<file path="src/rtl/i2c_pkg.sv">
// Shared definitions for the i2c request arbiter: FSM encoding, field widths and
// default master limits.
package i2c_pkg;

   localparam int unsigned ByteW    = 8;
   localparam int unsigned LenW     = 8;
   localparam int unsigned DefWrMax = 2;
   localparam int unsigned DefRdMax = 2;

   typedef enum logic [2:0] {
      StIdle  = 3'd0,
      StCheck = 3'd1,
      StStart = 3'd2,
      StRun   = 3'd3,
      StFin   = 3'd4,
      StGap   = 3'd5
   } state_e;

endpackage

</file>
<file path="src/rtl/i2c_rr_pick.sv">
// Combinational round-robin picker: first set request at or after the pointer,
// wrapping around.
module i2c_rr_pick #(
   parameter int unsigned NREQ = 4,
   parameter int unsigned PtrW = $clog2(NREQ)
) (
   input  logic [NREQ-1:0] i_req,
   input  logic [PtrW-1:0] i_ptr,
   output logic [NREQ-1:0] o_onehot,
   output logic [PtrW-1:0] o_idx,
   output logic            o_any
);

   int unsigned w_j;

   // Scan from the farthest offset down to offset 0 so the closest hit wins.
   always_comb begin
      o_onehot = '0;
      o_idx    = '0;
      o_any    = 1'b0;
      w_j      = 0;
      for (int unsigned k = 0; k < NREQ; k++) begin
         w_j = (32'(i_ptr) + (NREQ - 1 - k)) % NREQ;
         if (i_req[PtrW'(w_j)]) begin
            o_idx = PtrW'(w_j);
            o_any = 1'b1;
         end
      end
      o_onehot[o_idx] = o_any;
   end

endmodule

</file>
<file path="src/rtl/i2c_req_arbiter.sv">
// Round-robin arbiter sharing one i2c byte-master among NREQ requesters; latches
// the winner's request, runs the enable/busy handshake and returns the response.
module i2c_req_arbiter
   import i2c_pkg::*;
#(
   parameter int unsigned NREQ     = 4,
   parameter int unsigned WR_MAX   = DefWrMax,
   parameter int unsigned RD_MAX   = DefRdMax,
   parameter int unsigned START_TO = 255,
   parameter int unsigned GAP_CYC  = 16
) (
   input  logic                        clk,
   input  logic                        rst,
   input  logic [NREQ-1:0]             req,
   input  logic [NREQ*WR_MAX*ByteW-1:0] req_wrdata,
   input  logic [NREQ*LenW-1:0]        req_wrlen,
   input  logic [NREQ*LenW-1:0]        req_rdlen,
   output logic [NREQ-1:0]             gnt,
   output logic [NREQ-1:0]             done,
   output logic [RD_MAX*ByteW-1:0]     rsp_rddata,
   output logic                        rsp_ack,
   output logic                        rsp_err,
   output logic                        m_enable,
   input  logic                        m_busy,
   output logic [WR_MAX*ByteW-1:0]     m_wrdata,
   output logic [LenW-1:0]             m_wrlen,
   output logic [LenW-1:0]             m_rdlen,
   input  logic [RD_MAX*ByteW-1:0]     m_rddata,
   input  logic                        m_isack
);

   localparam int unsigned PtrW   = $clog2(NREQ);
   localparam int unsigned WrW    = WR_MAX * ByteW;
   localparam int unsigned RdW    = RD_MAX * ByteW;
   localparam int unsigned CntMax = (START_TO > GAP_CYC) ? START_TO : GAP_CYC;
   localparam int unsigned CntW   = $clog2(CntMax + 2);

   state_e           r_state, w_state_d;
   logic [PtrW-1:0]  r_ptr, w_ptr_d;
   logic [NREQ-1:0]  r_gnt, w_gnt_d;
   logic             r_en, w_en_d;
   logic [WrW-1:0]   r_wrdata, w_wrdata_d;
   logic [LenW-1:0]  r_wrlen, w_wrlen_d;
   logic [LenW-1:0]  r_rdlen, w_rdlen_d;
   logic [CntW-1:0]  r_cnt, w_cnt_d;
   logic [RdW-1:0]   r_rddata, w_rddata_d;
   logic             r_ack, w_ack_d;
   logic             r_err, w_err_d;

   logic [NREQ-1:0]  w_onehot;
   logic [PtrW-1:0]  w_idx;
   logic             w_any;
   logic             w_bad_len;

   i2c_rr_pick #(
      .NREQ (NREQ),
      .PtrW (PtrW)
   ) u_pick (
      .i_req    (req),
      .i_ptr    (r_ptr),
      .o_onehot (w_onehot),
      .o_idx    (w_idx),
      .o_any    (w_any)
   );

   assign w_bad_len = (r_wrlen > LenW'(WR_MAX)) || (r_rdlen > LenW'(RD_MAX)) ||
                      ((r_wrlen == '0) && (r_rdlen == '0));

   always_comb begin
      w_state_d  = r_state;
      w_ptr_d    = r_ptr;
      w_gnt_d    = r_gnt;
      w_en_d     = r_en;
      w_wrdata_d = r_wrdata;
      w_wrlen_d  = r_wrlen;
      w_rdlen_d  = r_rdlen;
      w_cnt_d    = r_cnt;
      w_rddata_d = r_rddata;
      w_ack_d    = r_ack;
      w_err_d    = r_err;
      unique case (r_state)
         StIdle: begin
            // A still-busy master from an aborted transfer blocks new grants.
            if (w_any && !m_busy) begin
               w_gnt_d = w_onehot;
               for (int unsigned i = 0; i < NREQ; i++) begin
                  if (w_idx == PtrW'(i)) begin
                     w_wrdata_d = req_wrdata[i*WrW +: WrW];
                     w_wrlen_d  = req_wrlen[i*LenW +: LenW];
                     w_rdlen_d  = req_rdlen[i*LenW +: LenW];
                  end
               end
               w_ptr_d   = (w_idx == PtrW'(NREQ - 1)) ? '0 : w_idx + 1'b1;
               w_state_d = StCheck;
            end
         end
         StCheck: begin
            if (w_bad_len) begin
               w_err_d   = 1'b1;
               w_ack_d   = 1'b0;
               w_state_d = StFin;
            end else begin
               w_en_d    = 1'b1;
               w_cnt_d   = '0;
               w_state_d = StStart;
            end
         end
         StStart: begin
            if (m_busy) begin
               w_state_d = StRun;
            end else if (32'(r_cnt) + 1 >= START_TO) begin
               w_en_d    = 1'b0;
               w_err_d   = 1'b1;
               w_ack_d   = 1'b0;
               w_state_d = StFin;
            end else begin
               w_cnt_d = r_cnt + 1'b1;
            end
         end
         StRun: begin
            if (!m_busy) begin
               w_en_d     = 1'b0;
               w_rddata_d = m_rddata;
               w_ack_d    = m_isack;
               w_err_d    = 1'b0;
               w_state_d  = StFin;
            end
         end
         StFin: begin
            w_gnt_d   = '0;
            w_cnt_d   = '0;
            w_state_d = (GAP_CYC == 0) ? StIdle : StGap;
         end
         StGap: begin
            if (32'(r_cnt) + 1 >= GAP_CYC) begin
               w_state_d = StIdle;
            end else begin
               w_cnt_d = r_cnt + 1'b1;
            end
         end
         default: w_state_d = StIdle;
      endcase
   end

   always_ff @(posedge clk) begin
      if (rst) begin
         r_state  <= StIdle;
         r_ptr    <= '0;
         r_gnt    <= '0;
         r_en     <= 1'b0;
         r_wrdata <= '0;
         r_wrlen  <= '0;
         r_rdlen  <= '0;
         r_cnt    <= '0;
         r_rddata <= '0;
         r_ack    <= 1'b0;
         r_err    <= 1'b0;
      end else begin
         r_state  <= w_state_d;
         r_ptr    <= w_ptr_d;
         r_gnt    <= w_gnt_d;
         r_en     <= w_en_d;
         r_wrdata <= w_wrdata_d;
         r_wrlen  <= w_wrlen_d;
         r_rdlen  <= w_rdlen_d;
         r_cnt    <= w_cnt_d;
         r_rddata <= w_rddata_d;
         r_ack    <= w_ack_d;
         r_err    <= w_err_d;
      end
   end

   assign gnt        = r_gnt;
   assign done       = (r_state == StFin) ? r_gnt : '0;
   assign rsp_rddata = r_rddata;
   assign rsp_ack    = r_ack;
   assign rsp_err    = r_err;
   assign m_enable   = r_en;
   assign m_wrdata   = r_wrdata;
   assign m_wrlen    = r_wrlen;
   assign m_rdlen    = r_rdlen;

endmodule
</file>
<file path="config.mk">
export PLATFORM = sky130hd
export DESIGN_NAME = i2c_req_arbiter
export DESIGN_NICKNAME = d
export VERILOG_FILES = /design/src/rtl/i2c_pkg.sv /design/src/rtl/i2c_rr_pick.sv /design/src/rtl/i2c_req_arbiter.sv
export SDC_FILE = /design/constraint.sdc
export NUM_CORES = 1
export LEC_CHECK = 0
export CAP_MARGIN = 20
export CORE_ASPECT_RATIO = 0.7
export CORE_UTILIZATION = 36
export CTS_CLUSTER_SIZE = 25
export DETAILED_ROUTE_END_ITERATION = 12
export PLACE_DENSITY = 0.77
export SKIP_CTS_REPAIR_TIMING = 1
export SLEW_MARGIN = 20
export SYNTH_ARGS = -nofsm -noshare
export SYNTH_HDL_FRONTEND = slang
export SYNTH_SLANG_ARGS = --single-unit
</file>
<file path="constraint.sdc">
create_clock -name clk -period 3 [get_ports clk]
set_clock_uncertainty 0.05 [all_clocks]
set_input_delay 0.9 -clock clk [delete_from_list [all_inputs] [get_ports clk]]
set_output_delay 0.9 -clock clk [all_outputs]
set_load 0.02 [all_outputs]
</file>
Word level (Yosys, flattened, before mapping) --
Cells that the tools add are included.
Word-level totals: output and inout bits 59, bits of input ports 152, register bits after elaboration 69, logic and storage cells 127
Operators by class: $lt $le $gt $ge 10, muxes and demuxes 58, reductions and logical operators 22, bitwise gates (word level) 2, equality and inequality tests 18, $add $sub $neg 6
Operators by type and width (count):
- $mux W16 | 4
- $mux W8 | 8
- $mux W9 | 4
- $pmux W9 S4 | 1
- $ge A32 B8 Y1 const B | 1
- $mux W1 | 18
- $mux W3 | 6
- $ne A2 B2 Y1 const B | 9
- $pmux W3 S6 | 1
- $gt A8 B2 Y1 const B | 2
- $logic_not A8 Y1 | 2
- $lt A2 B3 Y1 const B | 5
- $reduce_and A5 Y1 | 3
- $add A9 B1 Y10 const B | 1
- $ge A10 B5 Y1 const B | 1
- $mux W2 | 5
- $add A9 B1 Y9 const B | 1
- $pmux W1 S3 | 3
- $bmux W1 S2 | 4
- $mux W4 | 2
- $pmux W4 S2 | 1
- $reduce_bool A4 Y1 | 2
- $eq A3 B2 Y1 const B | 2
- $eq A3 B3 Y1 const B | 2
- 20 further kinds | 28

Longest topological paths before layout --
depth after elaboration 14, mapped depth 14, mapped depth without buffers 12

By module --
From an unflattened synthesis, not the netlist that was laid out.
Unflattened totals: cell total of the unflattened synthesis 563, area, all modules 4156.5 um2
By module, submodules not included:
- i2c_req_arbiter | seq. area each 1381.3 um2, area an instance 3945.0 um2, cells each 530, times used 1
- i2c_rr_pick | seq. area each 0.0 um2, area an instance 211.5 um2, cells each 33, times used 1

Worst setup path before layout --
OpenSTA, ideal clock, no wires.
kind input port to flip-flop, start input req[0], end register r_wrdata[14], in the netlist m_wrdata[14], data required time 2.813 ns, library setup time 0.137 ns, stages 14, arrival time 2.877 ns, slack -0.065 ns, buffers on the path 2, path through inv_1 -> nor2_1 -> a21oi_1 -> o221ai_1 -> inv_1 -> ha_1 -> clkbuf_1 -> clkbuf_1 -> mux2i_1 -> nor2_1 -> a21oi_1 -> nor2_1 -> a21oi_1 -> a211oi_1
On the way: cells in the longest elaborated chain, start to end 10, elaborated cells on any way between the ends 26, classes of those cells 3 x eq/ne; 19 x mux; 4 x reduce/logical
Ends and longest elaborated chain:
- start: declaration | line i2c_req_arbiter.sv:14 | input logic [NREQ-1:0] req,
- $bmux W1 S2 | line i2c_rr_pick.sv:24 | if (i_req[PtrW'(w_j)]) begin
- $mux W1 (not written as such) | line i2c_rr_pick.sv:24
- $mux W2 (4 in a row) | line i2c_rr_pick.sv:24
- $eq A2 B1 Y1 | line i2c_req_arbiter.sv:87 | if (w_idx == PtrW'(i)) begin
- $mux W16 (3 in a row) | line i2c_req_arbiter.sv:87
- end signal: assignment | line i2c_req_arbiter.sv:163 | r_wrdata <= w_wrdata_d;
- end: declaration | line i2c_req_arbiter.sv:42 | logic [WrW-1:0] r_wrdata, w_wrdata_d;
Several ways; a longest one is shown, not always the timed one. The select of a mux whose other input is x is not followed. A chain may end at the register's enable or synchronous reset.

Worst setup path after layout --
start input req[3], end register r_wrlen[5], in the netlist m_wrlen[5]
On the way: cells in the longest elaborated chain, start to end 10, elaborated cells on any way between the ends 26, classes of those cells 3 x eq/ne; 19 x mux; 4 x reduce/logical
Ends and longest elaborated chain:
- $bmux W1 S2 | line i2c_rr_pick.sv:24
- $mux W1 (not written as such) | line i2c_rr_pick.sv:24
- $mux W2 (4 in a row) | line i2c_rr_pick.sv:24
- $eq A2 B1 Y1 | line i2c_req_arbiter.sv:87
- $mux W8 (3 in a row) | line i2c_req_arbiter.sv:87
- end signal: assignment | line i2c_req_arbiter.sv:164 | r_wrlen <= w_wrlen_d;
- end: declaration | line i2c_req_arbiter.sv:43 | logic [LenW-1:0] r_wrlen, w_wrlen_d;
Several ways; a longest one is shown, not always the timed one. The select of a mux whose other input is x is not followed.

==> flow_summary.yaml <==
min_path:
  hold_path.class: "reg -> reg"
global_route:
  grt_usage_pct: 23.2
  grt_pass1_wl_um: 21500
  grt_overflow_total: 0
  grt_pass1_vias: 4464
  grt_max_degree: 66
  antenna_found_initial: 0
worst_setup_path:
  crit_chain: "clkdlybuf4s50_1, buf_4, o221ai_2, inv_2, ha_4, buf_8, buf_12, mux2i_1, nor2_1, a21oi_1, nor2_1, a21oi_1, a211oi_1"
  crit_path_start_kind: "input port"
  critical-path-max-stage-delay_ns: 0.43
  cp_max_fo: 11
  cp.arrival_ns: 3.09
  crit_path_end_kind: "flop"
  required_ns: 3.15
  critPathSlowestCell: "clkdlybuf4s50_1"
  path_class: "in -> reg"
cts:
  cts_buffers: 9
  clk_pin_slew_ns: 0.06
  clockBufferDepth: 2
  htree_levels: 3
  clk_latency_ns: 0.33
  cts_root_buffer: "clkbuf_16"
  clock_sinks: 69
  cts_tree: "done"
layout:
  antennaDiodeCount: 0
  n_fill_cell: 897
  fin_nets: 917
  fin_area_mm2: 0.00695
  final_cell_mix: "clkdlybuf4s50_1, nor2_1, a21oi_1, dfxtp_1, nand2_1"
  layout-drive-gt1-share_pct: 11.0
  final_common_cell: "clkdlybuf4s50_1"
  syn2layout_area_growth_pct: 72.1
placement:
  dp_slack_ns: -0.667
  dpl_cell_area_mm2: 0.00638
  dp_hpwl_um: 10500
  port_buffers: 210
  globalplace.congestion: 0.873
timing:
  max_freq_ghz: 0.341
  holdWs_ns: 0.403
  slew_headroom_pct: 61.7
  worstMarginPinSlew_ns: 0.570
  setup_viol: 0
  min_period_ns: 2.94
  maxSlewViolCount: 0
  layout_setup_ws_ns: 0.0635
  finalSetupTns_ns: 0
  min_period_over_period_pct: 97.9
  finalHoldViolations: 0
detailed_routing:
  route.vias.total: 4871
  drc_errors: 0
  routed_wl_um: 14400
  drt_pass1_iterations: 5
  vias_per_cell: 5.34
  drtIter0Drc: 321
  wire_per_inst_um: 15.8
  ant_nets: 0
synthesis:
  ys_ff_latch: 69
  ys_types: 49
  syn_inst: 550
  ys_seq_area_share_pct: 34.2
  async_flop_share_pct: 0
  avgSynthCellArea_um2: 7.35
  syn_area_mm2: 0.00404
  yosys_most_used_dff: "dfxtp_1"
  synth_fp_nets: 708
  synth_edf_count: 0
  yosys_warnings: 0
floorplan:
  die_area_mm2: 0.0117
  row_count: 31
  core_mm2: 0.0106
  dieHeight_um: 90.6
  start_util_pct: 38.0
  die_w_um: 129
  ios: 211
outcome:
  run_status: "complete, no violations"
power:
  leakagePower_nw: 2.58
  finalPower_mw: 5.51
  peakVddDrop_mv: 0.507
  p_per_area_mw_per_mm2: 792
run:
  max_cap_viol_count: 0
metrics by stage:
| stage | std cells | util (%) |
|---|---|---|
| 6_report | 912 | 65.4 |
| 5_1_grt | 912 | 65.4 |
| 4_1_cts | 906 | 63.2 |
| 3_5_place_dp | 890 | 60.1 |
| 3_3_place_gp | 889 | 59.9 |
| 2_1_floorplan | 550 | - |
kinds of logic after synthesis:
family / share of synthesized area, %
muxes: 8.45
adders and majority gates: 1.86
and+or+nand+nor: 23.9
AOI/OAI and AO/OA: 26.3
xor gates and xnor gates: 0.217
buffers and inverters: 5.11
DFF: 34.2
final timing paths:
check / from / to / slack [ns] / cells after the start
setup / recovery: req[3] / m_wrlen[5]$_SDFFE_PP0P_ / 0.06 / 13
hold / removal: rsp_rddata[7]$_SDFFE_PP0P_ / rsp_rddata[7]$_SDFFE_PP0P_ / 0.40 / 2
setup reg to reg: r_cnt[1]$_SDFFE_PP0P_ / r_cnt[1]$_SDFFE_PP0P_ / 0.25 / 7
hold reg to reg: rsp_rddata[7]$_SDFFE_PP0P_ / rsp_rddata[7]$_SDFFE_PP0P_ / 0.40 / 2
critical path, delay by kind of cell:
family	cells	cell delay [ns]
buf+inv	5	0.99
compound gates	4	0.74
fa+ha+maj	1	0.19
mux	1	0.14
simple gates	2	0.11
synthesized netlist by cell type, types with 3 or more instances:
library cell	count	area [µm²]
clkbuf_1	39	146
inv_1	10	37.5
a221oi_1	3	26.3
o311ai_0	5	43.8
nor3_1	6	30.0
dfxtp_1	69	1380
nand2_1	50	188
a21oi_1	91	455
o22ai_1	3	18.8
mux2i_1	33	330
nor2_1	115	432
nor2b_1	4	25.0
and2_1	6	37.5
buf_1	3	11.3
nand3_1	9	45.0
nand4_1	4	25.0
o41ai_1	5	43.8
and4_1	3	26.3
nor4_1	6	37.5
nand2b_1	3	18.8
a211oi_1	36	270
ha_1	6	75.1
o21ai_0	6	30.0
power breakdown:
| group | leakage, nW | internal, mW | switching [mW] |
|---|---|---|---|
| Combinational | 1.86 | 1.38 | 1.64 |
| Clock | 0.159 | 0.755 | 0.402 |
| Sequential | 0.563 | 1.16 | 0.185 |
| Total | 2.58 | 3.29 | 2.22 |
flip-flops by register name, indices dropped and copies added (netlist names):
register / count
m_rdlen: 8
r_cnt: 9
r_ptr: 2
rsp_rddata: 16
m_wrlen: 8
gnt: 4
m_enable: 1
rsp_ack: 1
m_wrdata: 16
r_state: 3
rsp_err: 1
routing by layer:
metal  routed length [µm]  GRT usage, %
met1                 6220          27.8
met4                  164          5.69
met5                    0             0
met2                 6890          40.5
met3                 1170          6.64
layout make-up:
class                           count  area, µm²  area share (%)
Inverter                           10       37.5           0.540
Sequential cell                    69       1380            19.9
Clock buffer                       10        239            3.44
Multi-Input combinational cell    429       2590            37.3
Tap cell                          148        185            2.66
Clock inverter                      6       93.8            1.35
Timing Repair Buffer              240       2430            34.9
(Power assumes the default switching activity.)
